==> src/rtl/cond_sync_fifo.sv <==
// cond_sync_fifo: single-clock FIFO with a valid/ready handshake on both sides.
// Show-ahead read: the head entry sits on o_pop_data whenever o_pop_valid is high.
// Define FIFO_LEVEL_EN to add parameter AF_LEVEL and ports o_level/o_almost_full.
module cond_sync_fifo #(
    parameter int WIDTH = 8,
    parameter int DEPTH = 4
`ifdef FIFO_LEVEL_EN
    ,
    parameter int AF_LEVEL = 3
`endif
) (
    input  logic             i_clk,
    input  logic             i_rst,
    input  logic             i_push_valid,
    output logic             o_push_ready,
    input  logic [WIDTH-1:0] i_push_data,
    output logic             o_pop_valid,
    input  logic             i_pop_ready,
    output logic [WIDTH-1:0] o_pop_data
`ifdef FIFO_LEVEL_EN
    ,
    output logic [$clog2(DEPTH+1)-1:0] o_level,
    output logic                       o_almost_full
`endif
);

    localparam int PW = (DEPTH > 1) ? $clog2(DEPTH) : 1;
    localparam int CW = $clog2(DEPTH + 1);

    localparam logic [PW-1:0] LAST_PTR = PW'(DEPTH - 1);
    localparam logic [CW-1:0] FULL_CNT = CW'(DEPTH);

    logic [WIDTH-1:0] mem [DEPTH];
    logic [PW-1:0]    wr_ptr;
    logic [PW-1:0]    rd_ptr;
    logic [CW-1:0]    count;
    logic             push;
    logic             pop;

    // Pointer increment with wrap at DEPTH-1, so DEPTH need not be a power of two.
    function automatic logic [PW-1:0] next_ptr(input logic [PW-1:0] ptr);
        if (ptr == LAST_PTR) begin
            return '0;
        end
        return ptr + PW'(1);
    endfunction

    // Handshake flags are decoded from count alone, so no input-to-output path exists.
    always_comb begin
        o_push_ready = (count != FULL_CNT);
        o_pop_valid  = (count != '0);
        push         = i_push_valid & o_push_ready;
        pop          = i_pop_ready & o_pop_valid;
        o_pop_data   = mem[rd_ptr];
    end

    // Control state: pointers and occupancy; async reset discards all contents.
    always_ff @(posedge i_clk or negedge i_rst) begin
        if (!i_rst) begin
            wr_ptr <= '0;
            rd_ptr <= '0;
            count  <= '0;
        end else begin
            if (push) begin
                wr_ptr <= next_ptr(wr_ptr);
            end
            if (pop) begin
                rd_ptr <= next_ptr(rd_ptr);
            end
            case ({push, pop})
                2'b10:   count <= count + CW'(1);
                2'b01:   count <= count - CW'(1);
                default: count <= count;
            endcase
        end
    end

    // Storage is data-only and deliberately left unreset.
    always_ff @(posedge i_clk) begin
        if (push) begin
            mem[wr_ptr] <= i_push_data;
        end
    end

`ifdef FIFO_LEVEL_EN
    localparam logic [CW-1:0] AF_CNT = CW'(AF_LEVEL);

    // Occupancy outputs mirror the count register directly.
    always_comb begin
        o_level       = count;
        o_almost_full = (count >= AF_CNT);
    end
`endif

endmodule

==> config.mk <==
export PLATFORM = sky130hd
export DESIGN_NAME = cond_sync_fifo
export DESIGN_NICKNAME = d
export VERILOG_FILES = /design/src/rtl/cond_sync_fifo.sv
export SDC_FILE = /design/constraint.sdc
export NUM_CORES = 1
export LEC_CHECK = 0
export ABC_AREA = 1
export BUFFER_PORTS_ARGS = -buffer_cell sky130_fd_sc_hd__buf_2
export CORE_AREA = 3 3 66 92
export DETAILED_ROUTE_END_ITERATION = 12
export DIE_AREA = 0 0 69 95
export PLACE_DENSITY_LB_ADDON = 0.08
export SETUP_SLACK_MARGIN = 0.05
export SYNTH_ARGS = -nofsm -noshare
export SYNTH_HDL_FRONTEND = slang
export SYNTH_SLANG_ARGS = --single-unit
==> constraint.sdc <==
create_clock -name i_clk -period 2.3 [get_ports i_clk]
set_input_delay 0.23 -clock i_clk [delete_from_list [all_inputs] [get_ports i_clk]]
set_output_delay 0.23 -clock i_clk [all_outputs]
set_load 0.005 [all_outputs]
==> flow_metrics.env, run 1 <==
export IMPL_final_setup_skew_ns=0.00497
export IMPL_synth_compound_area_frac=0.0732
export IMPL_dp_slack_ns=0.528
export IMPL_diodes=0
export IMPL_status="complete, no violations"
export IMPL_final_nets=201
export IMPL_cts_tree="built"
export IMPL_post_drt_wl_per_cell_um=12.4
export IMPL_syn_nets=171
export IMPL_clk_pin_slew_ns=0.07
export IMPL_dieArea_mm2=0.00656
export IMPL_crit_type="reg2reg"
export IMPL_synthSimpleGateAreaFrac=0.134
export IMPL_cp_max_fo=7
export IMPL_hold_class="in2reg"
export IMPL_worstPathArrival_ns=1.93
export IMPL_clk_latency_ns=0.28
export IMPL_firstDrtPassIters=4
export IMPL_final_util=0.387
export IMPL_cts_buffers=5
export IMPL_ys_ff_latch=39
export IMPL_finalSetupTns_ns=0
export IMPL_cts_sinks=39
export IMPL_seq_area_frac_synth=0.639
export IMPL_setup_viol_count_final=0
export IMPL_port_buffers=21
export IMPL_die_height_um=95
export IMPL_grt_first_pass_wirelength_um=5260
export IMPL_rsz0062_at_grt="no"
export IMPL_slew_viol_final=0
export IMPL_antenna_found_initial=0
export IMPL_n_fill_cell=548
export IMPL_cap_violations=0
export IMPL_wl_um=3090
export IMPL_crit_path_end_kind="flop"
export IMPL_worst_ep_required_time_ns=2.47
export IMPL_fin_crit_ns=1.76
export IMPL_layout_cells_non_filler=249
export IMPL_fmax_mhz=567
export IMPL_cts_path_max_buffers=2
export IMPL_leakage_uw=0.000889
export IMPL_synth_area_mm2=0.00178
export IMPL_cts_resized_gates=0
export IMPL_layout_drive_gt1_share=0.208
export IMPL_drt_iter0_drc=24
export IMPL_gp_congestion=0.689
export IMPL_cts_root_buffer="clkbuf_8"
export IMPL_finalWorstSetupSlack_ns=0.535
export IMPL_synth_mux_area_frac=0
export IMPL_startpoint_type="flop"
export IMPL_grt_usage=0.106
export IMPL_yosysWarningCount=0
export IMPL_core_mm2=0.00528
export IMPL_ctsHtreeMaxLevel=2
export IMPL_vdd_drop_max_v=0.000538
export IMPL_dp_hpwl_um=2300
export IMPL_dr_total_vias=1098
export IMPL_finalCritPeriodShare=0.767
export IMPL_area_growth_pct=15.0
export IMPL_grt_overflow=0
export IMPL_timing_slew_headroom=0.779
export IMPL_p_total_uw=2380
export IMPL_start_util=0.337
export IMPL_die_w_um=69
export IMPL_syn_inst=152
export IMPL_yosys_area_share_adder=0.0535
export IMPL_finalHoldViolations=0
export IMPL_postCtsSetupBuffers=0
export IMPL_worst_pin_slew_ns=0.331
export IMPL_yosysUniqueCellTypes=19
export IMPL_drtAntennaViolNets=0
export IMPL_drc=0
export IMPL_row_count=31
export IMPL_cellPowerDensity_mw_per_mm2=1160
export IMPL_grt_pass1_vias=1140
export IMPL_synthXorXnorAreaFrac=0.00493
export IMPL_vias_per_cell=4.41
export IMPL_grt_max_degree=33
export IMPL_place_inst=240
export IMPL_syn_area_per_cell_um2=11.7
export IMPL_synth_top_family_by_area="simple AND/OR/NAND/NOR gates"
export IMPL_io_pins=22
==> area by class of cell <==
| cell class | instances | area [um2] | area share |
|---|---|---|---|
| clock buffers | 6 | 72.6 | 0.0355 |
| clock inverters | 2 | 7.51 | 0.00367 |
| multi-input cells | 78 | 472 | 0.231 |
| well taps | 66 | 82.6 | 0.0404 |
| repair buffers | 28 | 160 | 0.0784 |
| flip-flops and latches | 39 | 1140 | 0.556 |
| inverters | 30 | 113 | 0.0551 |
==> worst max-delay path, stage by stage, from the launching register on <==
cell	delay, ns
dfrtp_1	0.38
inv_1	0.17
nand3_4	0.12
nand2_4	0.11
ha_1	0.16
inv_1	0.07
fa_1	0.37
nand2_1	0.10
nand3_1	0.08
nand2_1	0.06
nand2_1	0.05
==> placed cells by master (no fill, tap or decap), drive strengths merged <==
cell type | Yosys | layout
o211ai | 16 | 16
dfrtp | 7 | 7
nand4 | 1 | 1
edfxtp | 32 | 32
fa | 1 | 1
clkbuf | 0 | 6
inv | 30 | 30
nand2 | 39 | 39
nor2 | 6 | 6
o21ai | 1 | 1
dlygate4sd3 | 0 | 1
ha | 6 | 6
nand3 | 7 | 7
clkinv | 0 | 2
xnor2 | 1 | 1
buf | 5 | 27
==> kinds of logic after synthesis <==
family | after synthesis
buf+inv | 35
simple gates | 53
compound gates | 17
flops | 39
xor+xnor | 1
fa+ha+maj | 7
==> flip-flops by register name, summed over array words and instances, names as in the netlist <==
register	count
wr_ptr	2
mem	32
count	3
rd_ptr	2
==> what timing repair did <==
action	4_1_cts	5_1_grt
hold buffers	1	0
setup endpoints to repair	0	0
hold endpoints to repair	7	0
==> where the power goes <==
group / total [uW] / switching, uW / leakage, uW / internal, uW
Clock: 415 / 209 / 0.0000403 / 206
Combinational: 936 / 564 / 0.000471 / 373
Sequential: 1030 / 79.6 / 0.000378 / 949
==> synthesized netlist by cell type (all sizes together) <==
library cell / number / area, um2
buf: 5 / 56.3
nand2: 39 / 156
nand4: 1 / 6.26
xnor2: 1 / 8.76
dfrtp: 7 / 175
ha: 6 / 75.1
o21ai: 1 / 5.00
edfxtp: 32 / 961
o211ai: 16 / 125
nand3: 7 / 52.6
inv: 30 / 113
fa: 1 / 20.0
nor2: 6 / 22.5
==> stage by stage <==
step / area (um2) / hold WS [ns]
finish: 2040 / 0.162
global route: 2040 / 0.156
CTS: 2040 / 0.151
detailed placement: 1950 / 0.0813
global placement: 1950 / 0.0788
floorplan: 1780 / -0.0656
==> metal layers <==
layer | global-route usage | part of all wire
met1 | 0.106 | 0.37
met5 | 0 | 0
met2 | 0.197 | 0.56
met4 | 0.0440 | 0.014
met3 | 0.0383 | 0.048
==> path summary, 6_finish.rpt <==
kind                                      start               endpoint  slack (ns)  depth (start not counted)
min reg2reg                count[1]$_DFFE_PN0P_   count[1]$_DFFE_PN0P_        0.49                          2
max reg2reg                count[1]$_DFFE_PN0P_   count[2]$_DFFE_PN0P_        0.54                         10
min in group asynchronous                 i_rst  wr_ptr[1]$_DFFE_PN0P_        0.31                          2
max in group asynchronous                 i_rst  rd_ptr[1]$_DFFE_PN0P_        1.83                          2
max                        count[1]$_DFFE_PN0P_   count[2]$_DFFE_PN0P_        0.54                         10
min                              i_push_data[6]    mem[3][6]$_DFFE_PP_        0.16                          1
Power figures use the tool's default switching activity.
==> run 2: changes to the inputs <==
Clock period 2.3 ns to 1.7 ns, I/O delays scaled along.
==> run 2 against run 1 <==
Compared with the run above: global-route usage grew 0.27 points; non-clock buffer count grew 10; largest power group is now combinational logic; utilization grew 2.2 points; worst hold slack lost 0.061 ns.
==> flow_metrics.env, run 2 (synthesis gave the netlist of run 1 again) <==
export IMPL_dieArea_mm2=0.00656
export IMPL_wl_um=3370
export IMPL_path_depth=10
export IMPL_die_w_um=69
export IMPL_rsz0062_at_grt="yes"
export IMPL_crit_type="reg2reg"
export IMPL_grt_overflow=0
export IMPL_gp_congestion=0.768
export IMPL_final_nets=211
export IMPL_worstPathArrival_ns=1.80
export IMPL_reg2reg_from="count[1]$_DFFE_PN0P_"
export IMPL_grt_pass1_vias=1206
export IMPL_setup_viol_count_final=0
export IMPL_rr_endpoint="count[2]$_DFFE_PN0P_"
export IMPL_cts_tree="built"
export IMPL_clk_pin_slew_ns=0.07
export IMPL_io_pins=22
export IMPL_timing_critical_path_to="count[2]$_DFFE_PN0P_"
export IMPL_worst_ep_required_time_ns=1.87
export IMPL_layout_drive_gt1_share=0.295
export IMPL_finalHoldViolations=0
export IMPL_ctsHtreeMaxLevel=2
export IMPL_clk_latency_ns=0.28
export IMPL_grt_busiest_layer="met2"
export IMPL_final_cell_mix="36 x nand2_1, 32 x edfxtp_1, 24 x inv_1"
export IMPL_use_met1=0.107
export IMPL_drtAntennaViolNets=0
export IMPL_cts_sinks=39
export IMPL_path_cells="inv_2 > nand3_4 > nand2_4 > ha_4 > inv_4 > fa_2 > nand2_2 > nand3_2 > nand2_1 > nand2_1"
export IMPL_final_setup_skew_ns=0.00760
export IMPL_path_common_cell="nand2_1"
export IMPL_hold_class="in2reg"
export IMPL_drt_iter0_drc=48
export IMPL_vdd_drop_max_v=0.000918
export IMPL_cts_root_buffer="clkbuf_8"
export IMPL_final_util=0.409
export IMPL_finalCritPeriodShare=0.957
export IMPL_layout_commonest_cell="nand2_1"
export IMPL_status="complete, no violations"
export IMPL_grt_max_degree=33
export IMPL_fmax_mhz=615
export IMPL_drc=0
export IMPL_cellPowerDensity_mw_per_mm2=1630
export IMPL_area_growth_pct=21.5
export IMPL_max_stage_delay_ns=0.40
export IMPL_worst_r2r_cell_count=10
export IMPL_top_register="mem"
export IMPL_critPathBufInv=2
export IMPL_dr_total_vias=1175
export IMPL_slew_viol_final=0
export IMPL_crit_path_end_kind="flop"
export IMPL_startpoint_type="flop"
export IMPL_r2r_slack_ns=0.07
export IMPL_cts_path_max_buffers=2
export IMPL_row_count=31
export IMPL_dp_hpwl_um=2330
export IMPL_met2_usage=0.202
export IMPL_grt_usage=0.109
export IMPL_worst_pin_slew_ns=0.318
export IMPL_p_total_uw=3510
export IMPL_cp_max_fo=3
export IMPL_crit_family="adder cells"
export IMPL_cp_startpoint="count[1]$_DFFE_PN0P_"
export IMPL_antenna_found_initial=0
export IMPL_leakage_uw=0.000938
export IMPL_fin_crit_ns=1.63
export IMPL_largest_reg_flops=32
export IMPL_timing_slew_headroom=0.788
export IMPL_firstDrtPassIters=4
export IMPL_start_util=0.337
export IMPL_cpMaxStageDelayCell="dfrtp_1"
export IMPL_core_mm2=0.00528
export IMPL_post_drt_wl_per_cell_um=13.0
export IMPL_vias_per_cell=4.54
export IMPL_met3_usage=0.0341
export IMPL_cts_buffers=5
export IMPL_cap_violations=0
export IMPL_die_height_um=95
export IMPL_grt_first_pass_wirelength_um=5400
export IMPL_diodes=0
export IMPL_n_fill_cell=533
export IMPL_top_regs="mem: 32 flops, count: 3 flops"
export IMPL_port_buffers=21
## run 2: cell count changes in the layout (fill, tap and decap cells not counted), sizes merged
| cell | change |
|---|---|
| buf | +10 |
## run 2: metrics by stage
step | instances | TNS [ns] | hold slack (ns) | instance area, um2 | worst slack [ns]
after CTS | 255 | 0 | 0.0905 | 2100 | 0.0631
after global placement | 242 | 0 | 0.0133 | 1980 | 0.0775
after detailed placement | 242 | -0.0265 | 0.0168 | 1980 | -0.0265
after global routing | 259 | 0 | 0.0886 | 2160 | 0.00405
after floorplan | 152 | 0 | -0.126 | 1780 | 0.0888
final | 259 | 0 | 0.101 | 2160 | 0.0729
## run 2: layout make-up
class                      count  area (um2)  area share
clock inverter                 2        7.51     0.00348
inverter                      30         115      0.0533
timing repair buffer          38         251       0.116
sequential                    39        1140       0.526
tap                           66        82.6      0.0382
multi-input combinational     78         494       0.229
clock buffer                   6        72.6      0.0336
## run 2: timing repair
item                       4_1_cts  5_1_grt
hold buffers                     1        0
setup endpoints to repair        2        2
gates cloned                     0        0
gates resized for setup          3        9
setup buffers                    4        4
pin swaps                        0        8
hold endpoints to repair         7        0
## run 2: how the worst min path moves through the flow
stage                         from                    end  slack, ns  cells past startpoint
floorplan                    i_rst   count[0]$_DFFE_PN0P_      -0.13                      0
CTS                 i_push_data[6]    mem[2][6]$_DFFE_PP_       0.09                      1
detailed placement           i_rst  rd_ptr[0]$_DFFE_PN0P_       0.02                      1
global route        i_push_data[4]    mem[2][4]$_DFFE_PP_       0.09                      1
global placement             i_rst  rd_ptr[0]$_DFFE_PN0P_       0.01                      1
finish              i_push_data[6]    mem[2][6]$_DFFE_PP_       0.10                      1
## run 2: power by group
group / internal [uW] / total (uW) / switching (uW)
combinational: 696 / 1550 / 852
sequential: 1280 / 1390 / 106
clock: 279 / 573 / 294
total: 2260 / 3510 / 1250
## run 2: layer usage
metal / vias to the layer above / wire [um]
li1: 580 / -
met1: 569 / 1410
met2: 20 / 1780
met3: 6 / 116
met4: 0 / 66
met5: - / 0
